$ cat src/rtl/fsqrt_pipe.sv
// fsqrt_pipe: pipelined IEEE-754 single-precision square root (unpack -> NSTAGE restoring stages -> round/pack).
// Define FSQRT_FLAGS_EN to add the registered out_flags {invalid,inexact} port.

module fsqrt_stage #(
  parameter int FIRST = 0,
  parameter int CNT   = 5
) (
  input  logic [49:0] rad,
  input  logic [26:0] rem,
  input  logic [24:0] root,
  output logic [26:0] nxt_rem,
  output logic [24:0] nxt_root
);
  logic [28:0] r, t;
  logic [24:0] q;
  logic [49:0] rs;

  // Each root bit consumes the next two radicand bits, MSB first.
  always_comb begin
    r  = {2'b00, rem};
    q  = root;
    t  = '0;
    rs = rad << (2 * FIRST);
    for (int j = 0; j < CNT; j++) begin
      r  = {r[26:0], rs[49:48]};
      rs = rs << 2;
      t  = {2'b00, q, 2'b01};
      if (r >= t) begin
        r = r - t;
        q = {q[23:0], 1'b1};
      end else begin
        q = {q[23:0], 1'b0};
      end
    end
    nxt_rem  = r[26:0];
    nxt_root = q;
  end
endmodule

module fsqrt_pipe #(
  parameter int BITS_PER_STAGE = 5,
  parameter int TAG_W          = 4
) (
  input  logic             clk,
  input  logic             rstn,
  input  logic             in_valid,
  output logic             in_ready,
  input  logic [31:0]      in_data,
  input  logic [TAG_W-1:0] in_tag,
  output logic             out_valid,
  input  logic             out_ready,
  output logic [31:0]      out_data,
  output logic [TAG_W-1:0] out_tag
`ifdef FSQRT_FLAGS_EN
  ,
  output logic [1:0]       out_flags
`endif
);
  localparam int NSTAGE = (25 + BITS_PER_STAGE - 1) / BITS_PER_STAGE;
  localparam int STAGES = NSTAGE + 1;

  typedef struct packed {
    logic             sp;
    logic [31:0]      forced;
`ifdef FSQRT_FLAGS_EN
    logic             inv;
`endif
    logic [7:0]       exp;
    logic [49:0]      rad;
    logic [26:0]      rem;
    logic [24:0]      root;
    logic [TAG_W-1:0] tag;
  } stg_t;

  // vld_pipe[0] tracks st[0], vld_pipe[k] tracks st[k], vld_pipe[STAGES] is out_valid.
  logic [STAGES:0] vld_pipe;
  stg_t            st [NSTAGE+1];
  stg_t            unp;
  logic [26:0]     nrem  [NSTAGE];
  logic [24:0]     nroot [NSTAGE];
  logic            en;
  logic [7:0]      e_in;
  logic [22:0]     m_in;

  assign en        = ~(out_valid & ~out_ready);
  assign in_ready  = rstn & en;
  assign out_valid = vld_pipe[STAGES];
  assign e_in      = in_data[30:23];
  assign m_in      = in_data[22:0];

  always_comb begin
    unp     = '0;
    unp.tag = in_tag;
    unp.exp = 8'(({1'b0, e_in} + 9'd127) >> 1);
    // E even means unbiased exponent odd: radicand doubled into [2,4).
    unp.rad = in_data[23] ? {2'b01, m_in, 25'd0} : {1'b1, m_in, 26'd0};
    if (e_in == 8'hFF && m_in != '0) begin
      unp.sp = 1'b1; unp.forced = 32'h7FC00000;
    end else if (e_in == 8'h00) begin
      unp.sp = 1'b1; unp.forced = {in_data[31], 31'd0};
    end else if (in_data[31]) begin
      unp.sp = 1'b1; unp.forced = 32'h7FC00000;
    end else if (e_in == 8'hFF) begin
      unp.sp = 1'b1; unp.forced = 32'h7F800000;
    end
`ifdef FSQRT_FLAGS_EN
    unp.inv = (e_in == 8'hFF && m_in != '0) || (in_data[31] && e_in != 8'h00);
`endif
  end

  for (genvar s = 0; s < NSTAGE; s++) begin : g_stage
    localparam int FIRST = s * BITS_PER_STAGE;
    localparam int CNT   = (25 - FIRST < BITS_PER_STAGE) ? 25 - FIRST : BITS_PER_STAGE;
    fsqrt_stage #(.FIRST(FIRST), .CNT(CNT)) u_stage (
      .rad      (st[s].rad),
      .rem      (st[s].rem),
      .root     (st[s].root),
      .nxt_rem  (nrem[s]),
      .nxt_root (nroot[s])
    );
  end

  logic        grd, stk, inc;
  logic [23:0] frac;
  logic [31:0] pack;

  // root[24] is the hidden one; a carry out of frac bumps the exponent and leaves mantissa 0.
  always_comb begin
    grd  = st[NSTAGE].root[0];
    stk  = |st[NSTAGE].rem;
    inc  = grd & (stk | st[NSTAGE].root[1]);
    frac = {1'b0, st[NSTAGE].root[23:1]} + {23'd0, inc};
    if (st[NSTAGE].sp) pack = st[NSTAGE].forced;
    else               pack = {1'b0, st[NSTAGE].exp + {7'd0, frac[23]}, frac[22:0]};
  end

  always_ff @(posedge clk) begin
    if (!rstn) begin
      vld_pipe <= '0;
      out_data <= '0;
      out_tag  <= '0;
`ifdef FSQRT_FLAGS_EN
      out_flags <= '0;
`endif
    end else if (en) begin
      vld_pipe <= {vld_pipe[STAGES-1:0], in_valid};
      out_data <= pack;
      out_tag  <= st[NSTAGE].tag;
`ifdef FSQRT_FLAGS_EN
      out_flags <= {st[NSTAGE].inv, ~st[NSTAGE].sp & (grd | stk)};
`endif
    end
  end

  always_ff @(posedge clk) begin
    if (en) begin
      st[0] <= unp;
      for (int k = 1; k <= NSTAGE; k++) begin
        st[k]      <= st[k-1];
        st[k].rem  <= nrem[k-1];
        st[k].root <= nroot[k-1];
      end
    end
  end
endmodule
$ cat config.mk
export PLATFORM = sky130hd
export DESIGN_NAME = fsqrt_pipe
export DESIGN_NICKNAME = d
export VERILOG_FILES = /design/src/rtl/fsqrt_pipe.sv
export SDC_FILE = /design/constraint.sdc
export NUM_CORES = 2
export LEC_CHECK = 0
export CAP_MARGIN = 0
export CORE_MARGIN = 1.5
export CORE_UTILIZATION = 60
export CTS_CLUSTER_DIAMETER = 60
export DETAILED_ROUTE_END_ITERATION = 10
export HOLD_SLACK_MARGIN = 0.02
export PLACE_DENSITY_LB_ADDON = 0.25
export SKIP_LAST_GASP = 1
export SLEW_MARGIN = 5
export SYNTH_ARGS = -nofsm -noshare
export SYNTH_HDL_FRONTEND = slang
export SYNTH_SLANG_ARGS = --single-unit
$ cat constraint.sdc
create_clock -name clk -period 21 [get_ports clk]
set_input_delay 4.2 -clock clk [delete_from_list [all_inputs] [get_ports clk]]
set_output_delay 4.2 -clock clk [all_outputs]
set_load 0.03 [all_outputs]
Word-level counts from Yosys, hierarchy flattened
Memories as Yosys holds them, arrays and structs flattened.
Index checks and enable logic that the tools add are counted.
Cells by class
  bitwise operators: 16
  equality and inequality tests: 1
  $add $sub $neg: 28
  reductions and logical operators: 4
  order comparisons: 25
  mux-type cells: 67
Operator list (count)
  $mux 27: 30
  $ge 29x27->1: 25
  $sub 27x27->27: 25
  $mux 33: 4
  $mux 25: 5
  $mux 50: 1
  $mux 32: 1
  $reduce_or 27->1: 1
  $mux 1: 26
  $add 23x1->24: 1
  $reduce_bool 23->1: 1
  $or 1x1->1: 11
  $add 8x7->9 const B: 1
  $add 8x1->8: 1
  $eq 8x8->1 const B: 1
  $logic_not 8->1: 1
  $and 1x1->1: 3
  $not 1->1: 2
  $logic_and 1x1->1: 1
Word-level totals
  memory bits (writable): 882
  memories kept: 1
  bits in registers: 43
Memories
  st: words 6, bits a word 147, rd ports 6, clocked after Yosys merged registers in 0, wr ports 6, line 77  | stg_t st [NSTAGE+1];

Longest topological paths before layout
An unclocked memory read counts as a cell.
  depth after elaboration: 12
  mapped depth: 85

By module
From an unflattened synthesis, not the netlist that was laid out.
Unflattened totals
  cells, all modules: 7676
  area total of the unflattened synthesis: 63743.6 um2
By module, submodules not included
  fsqrt_stage at g_stage[0].u_stage ...: cells an instance 1370, times used 4, seq. area each 0.0 um2, area each 9337.7 um2
  fsqrt_pipe: cells an instance 816, times used 1, seq. area each 15274.6 um2, area each 17077.6 um2
  fsqrt_stage at g_stage[1].u_stage: cells an instance 1380, times used 1, seq. area each 0.0 um2, area each 9315.2 um2

Worst setup path before layout
Ideal clock, no wire load.
  kind: register to register
  start point: memory st[1][4] (netlist bit)
  end point: memory st[1][198] (netlist bit), data pin
  data required time: 20731 ps
  path slack: 5489 ps
  path buffers: 7
  arrival: 15242 ps
  period minus slack after synthesis: 15511 ps
  cell stages (with the launch flop): 78
  path through: edfxtp_1 -> inv_1 -> ha_1 -> o21ai_0 -> a22oi_1 -> a221oi_1 -> o21ai_1 -> clkbuf_1 -> clkbuf_1 -> nor2_1 -> nor2_1 -> ha_1 -> a21oi_1 -> o21ai_0 -> a2111oi_0 -> nor3_1 -> a211o_1 -> nor2_1 -> (+42 left out) -> ha_1 -> inv_1 -> ha_1 -> a21o_1 -> a21oi_1 -> o21bai_1 -> a21oi_1 -> o21bai_1 -> a21oi_1 -> o21bai_1 -> a21oi_1 -> o21bai_1 -> a21oi_1 -> o21bai_1 -> a21o_1 -> or3_1 -> nor3_1 -> xor2_1
RTL lines (line)
  from (decl): 77

==> flow_metrics.tcl <==
set metrics [dict create \
    hpwl_mm 79.1 \
    status "completed" \
    post_drt_wl_per_cell_um 19.1 \
    synth_cell_types 115 \
    clkTransAtPathRegs_ns 0.06 \
    peakVddDrop_mv 0.0779 \
    cts_buffer_depth 3 \
    overflow 0 \
    synth_ff_type "edfxtp_1" \
    grt_pass1_vias 30900 \
    pin_count 78 \
    totalWireLength_mm 103 \
    clkLatencyLatePin_ns 0.64 \
    cts_resized 0 \
    cp_slowest_cell "or2_2" \
    max_stage_delay_ns 0.60 \
    setup-tns-final_ns 0 \
    grt_max_degree 130 \
    antenna_found_initial 2 \
    critPathMaxFanout 37 \
    cts_buffers 51 \
    core_um2 63000 \
    die_h_um 255 \
    ys_top_cells_by_area "edfxtp_1 27%, ha_1 11%, xnor2_1 6.4%, a21oi_1 5.0%, nor2_1 4.0%" \
    hp-class "flop to flop" \
    maxSlewHeadroom 0.195 \
    cts_setup_buffers 0 \
    drv_cap 0 \
    synth_area_per_cell_um2 8.52 \
    gp_congestion 0.992 \
    report.final.slew_viol_count 0 \
    num_vias 34100 \
    syn_inst 4479 \
    critPathKind "flop to flop" \
    nNetsFinal 4890 \
    synthArstFlopShare 0 \
    drt_first_iter_violations 3208 \
    start_util 0.606 \
    dieWidth_um 255 \
    postCtsHoldBufs 0 \
    cts_tree "yes" \
    row_count 92 \
    htreeDepth 2 \
    critPathArrivalTime_ns 18.63 \
    power_mw 4.84 \
    numPortBuffers 77 \
    drtAntennaViolNets 0 \
    layout_common_cells "409 x nor2_1, 408 x nand2_1, 384 x a21oi_1" \
    final_common_cell "nor2_1" \
    synth_seq_cells 390 \
    viasPerCell 6.31 \
    critPathMostFrequentCell "a21oi_1" \
    syn-cell-area_um2 38200 \
    setup_violations 0 \
    period_share 0.870 \
    tightest_slew_ns 1.20 \
    period_needed_ns 18.26 \
    cts_root_buf "clkbuf_16" \
    p_leak_nw 17.2 \
    drive_gt1_frac 0.0669 \
    cp-end-kind "flop" \
    die_area_um2 65200 \
    final_hold_viol_count 0 \
    synth-seq-area-share 0.295 \
    power-per-cell-area_nw_per_um2 116 \
    track_usage 0.311 \
    required_ns 21.37 \
    drtPass1Iterations 8 \
    skew_ns 0.0576 \
    synth_top_area_share 0.273 \
    grt_setup_unrepaired "no" \
    fmax_mhz 54.8 \
    synth_edf_count 347 \
    yosysTopAreaCell "edfxtp_1" \
    grt_pass1_wl_mm 163 \
    clock_sinks 390 \
    yosysWarningCount 0 \
    start_kind "flop" \
    area_growth_pct 8.72 \
    route.detailed.drc 0 \
]
Yosys cell counts (52+ instances only):
library cell	n
o21ai_0	245
a21oi_1	384
o21a_1	56
o21bai_1	74
nand3_1	122
nor3_1	100
nor2_1	409
nand2_1	408
clkbuf_1	89
a21o_1	116
nand4_1	52
nor2b_1	58
xnor2_1	281
edfxtp_1	347
nand2b_1	58
a31oi_1	52
ha_1	328
xor2_1	133
mux2_2	98
inv_1	227
report_power, final:
group	internal (mW)	leakage (nW)	switching, mW
clock network	0.529	0.847	0.370
logic	1.12	12.6	1.67
registers	1.03	3.77	0.116
total	2.68	17.2	2.16
logic make-up (layout without fill, tap and decap cells):
logic type / count (synthesis) / after routing / synth area share
muxes: 142 / 142 / 0.0405
and+or+nand+nor: 1543 / 1543 / 0.201
other: 1 / 6 / 0.0000982
AOI/OAI and AO/OA: 1298 / 1298 / 0.221
DFF: 390 / 390 / 0.295
xor gates and xnor gates: 414 / 414 / 0.0950
buffers and inverters: 360 / 439 / 0.0373
adders and majority gates: 331 / 331 / 0.109
state kept, by name, indices dropped and copies added, names as in the netlist:
signal	count
out_data	32
out_tag	4
st	347
vld_pipe	7
worst paths after layout:
check             startpoint         end  slack (ns)  depth (start not counted)
setup / recovery  st[1][152]   st[2][51]        2.74                         72
hold / removal    st[0][144]  st[0][291]        0.39                          0
setup reg to reg  st[1][152]   st[2][51]        2.74                         72
hold reg to reg   st[0][144]  st[0][291]        0.39                          0
per-layer routing:
| metal | part of all wire | GRT usage |
|---|---|---|
| met2 | 0.45 | 0.502 |
| met4 | 0.034 | 0.109 |
| met5 | 0 | 0 |
| met1 | 0.44 | 0.429 |
| met3 | 0.069 | 0.0412 |
stage by stage:
step | instances | area [um2] | utilization | hold slack, ns | setup slack [ns]
floorplan | 4482 | 38200 | - | 0.400 | 5.49
global placement | 5312 | 39800 | 0.631 | 0.401 | 3.43
detailed placement | 5312 | 39800 | 0.631 | 0.405 | 3.19
CTS | 5407 | 41500 | 0.659 | 0.386 | 3.15
global route | 5407 | 41500 | 0.659 | 0.402 | 1.37
finish | 5409 | 41500 | 0.659 | 0.390 | 2.74
worst max-delay path, delay by kind of cell (launching register included):
family                     cells  cell delay (ns)
buffers and inverters          7             1.87
AOI/OAI and AO/OA             41             8.56
DFF                            1             0.51
and+or+nand+nor               16             4.58
muxes                          2             0.57
adders and majority gates      6             1.89
layout make-up:
cell class	count	area, um2
Clock buffer	60	1340
Multi-Input combinational cell	3732	25500
Fill cell	5260	21500
Antenna cell	2	5.00
Inverter	237	901
Tap cell	846	1060
Clock inverter	35	412
Timing Repair Buffer	107	996
Sequential cell	390	11300
Power figures use the tool's default switching activity.
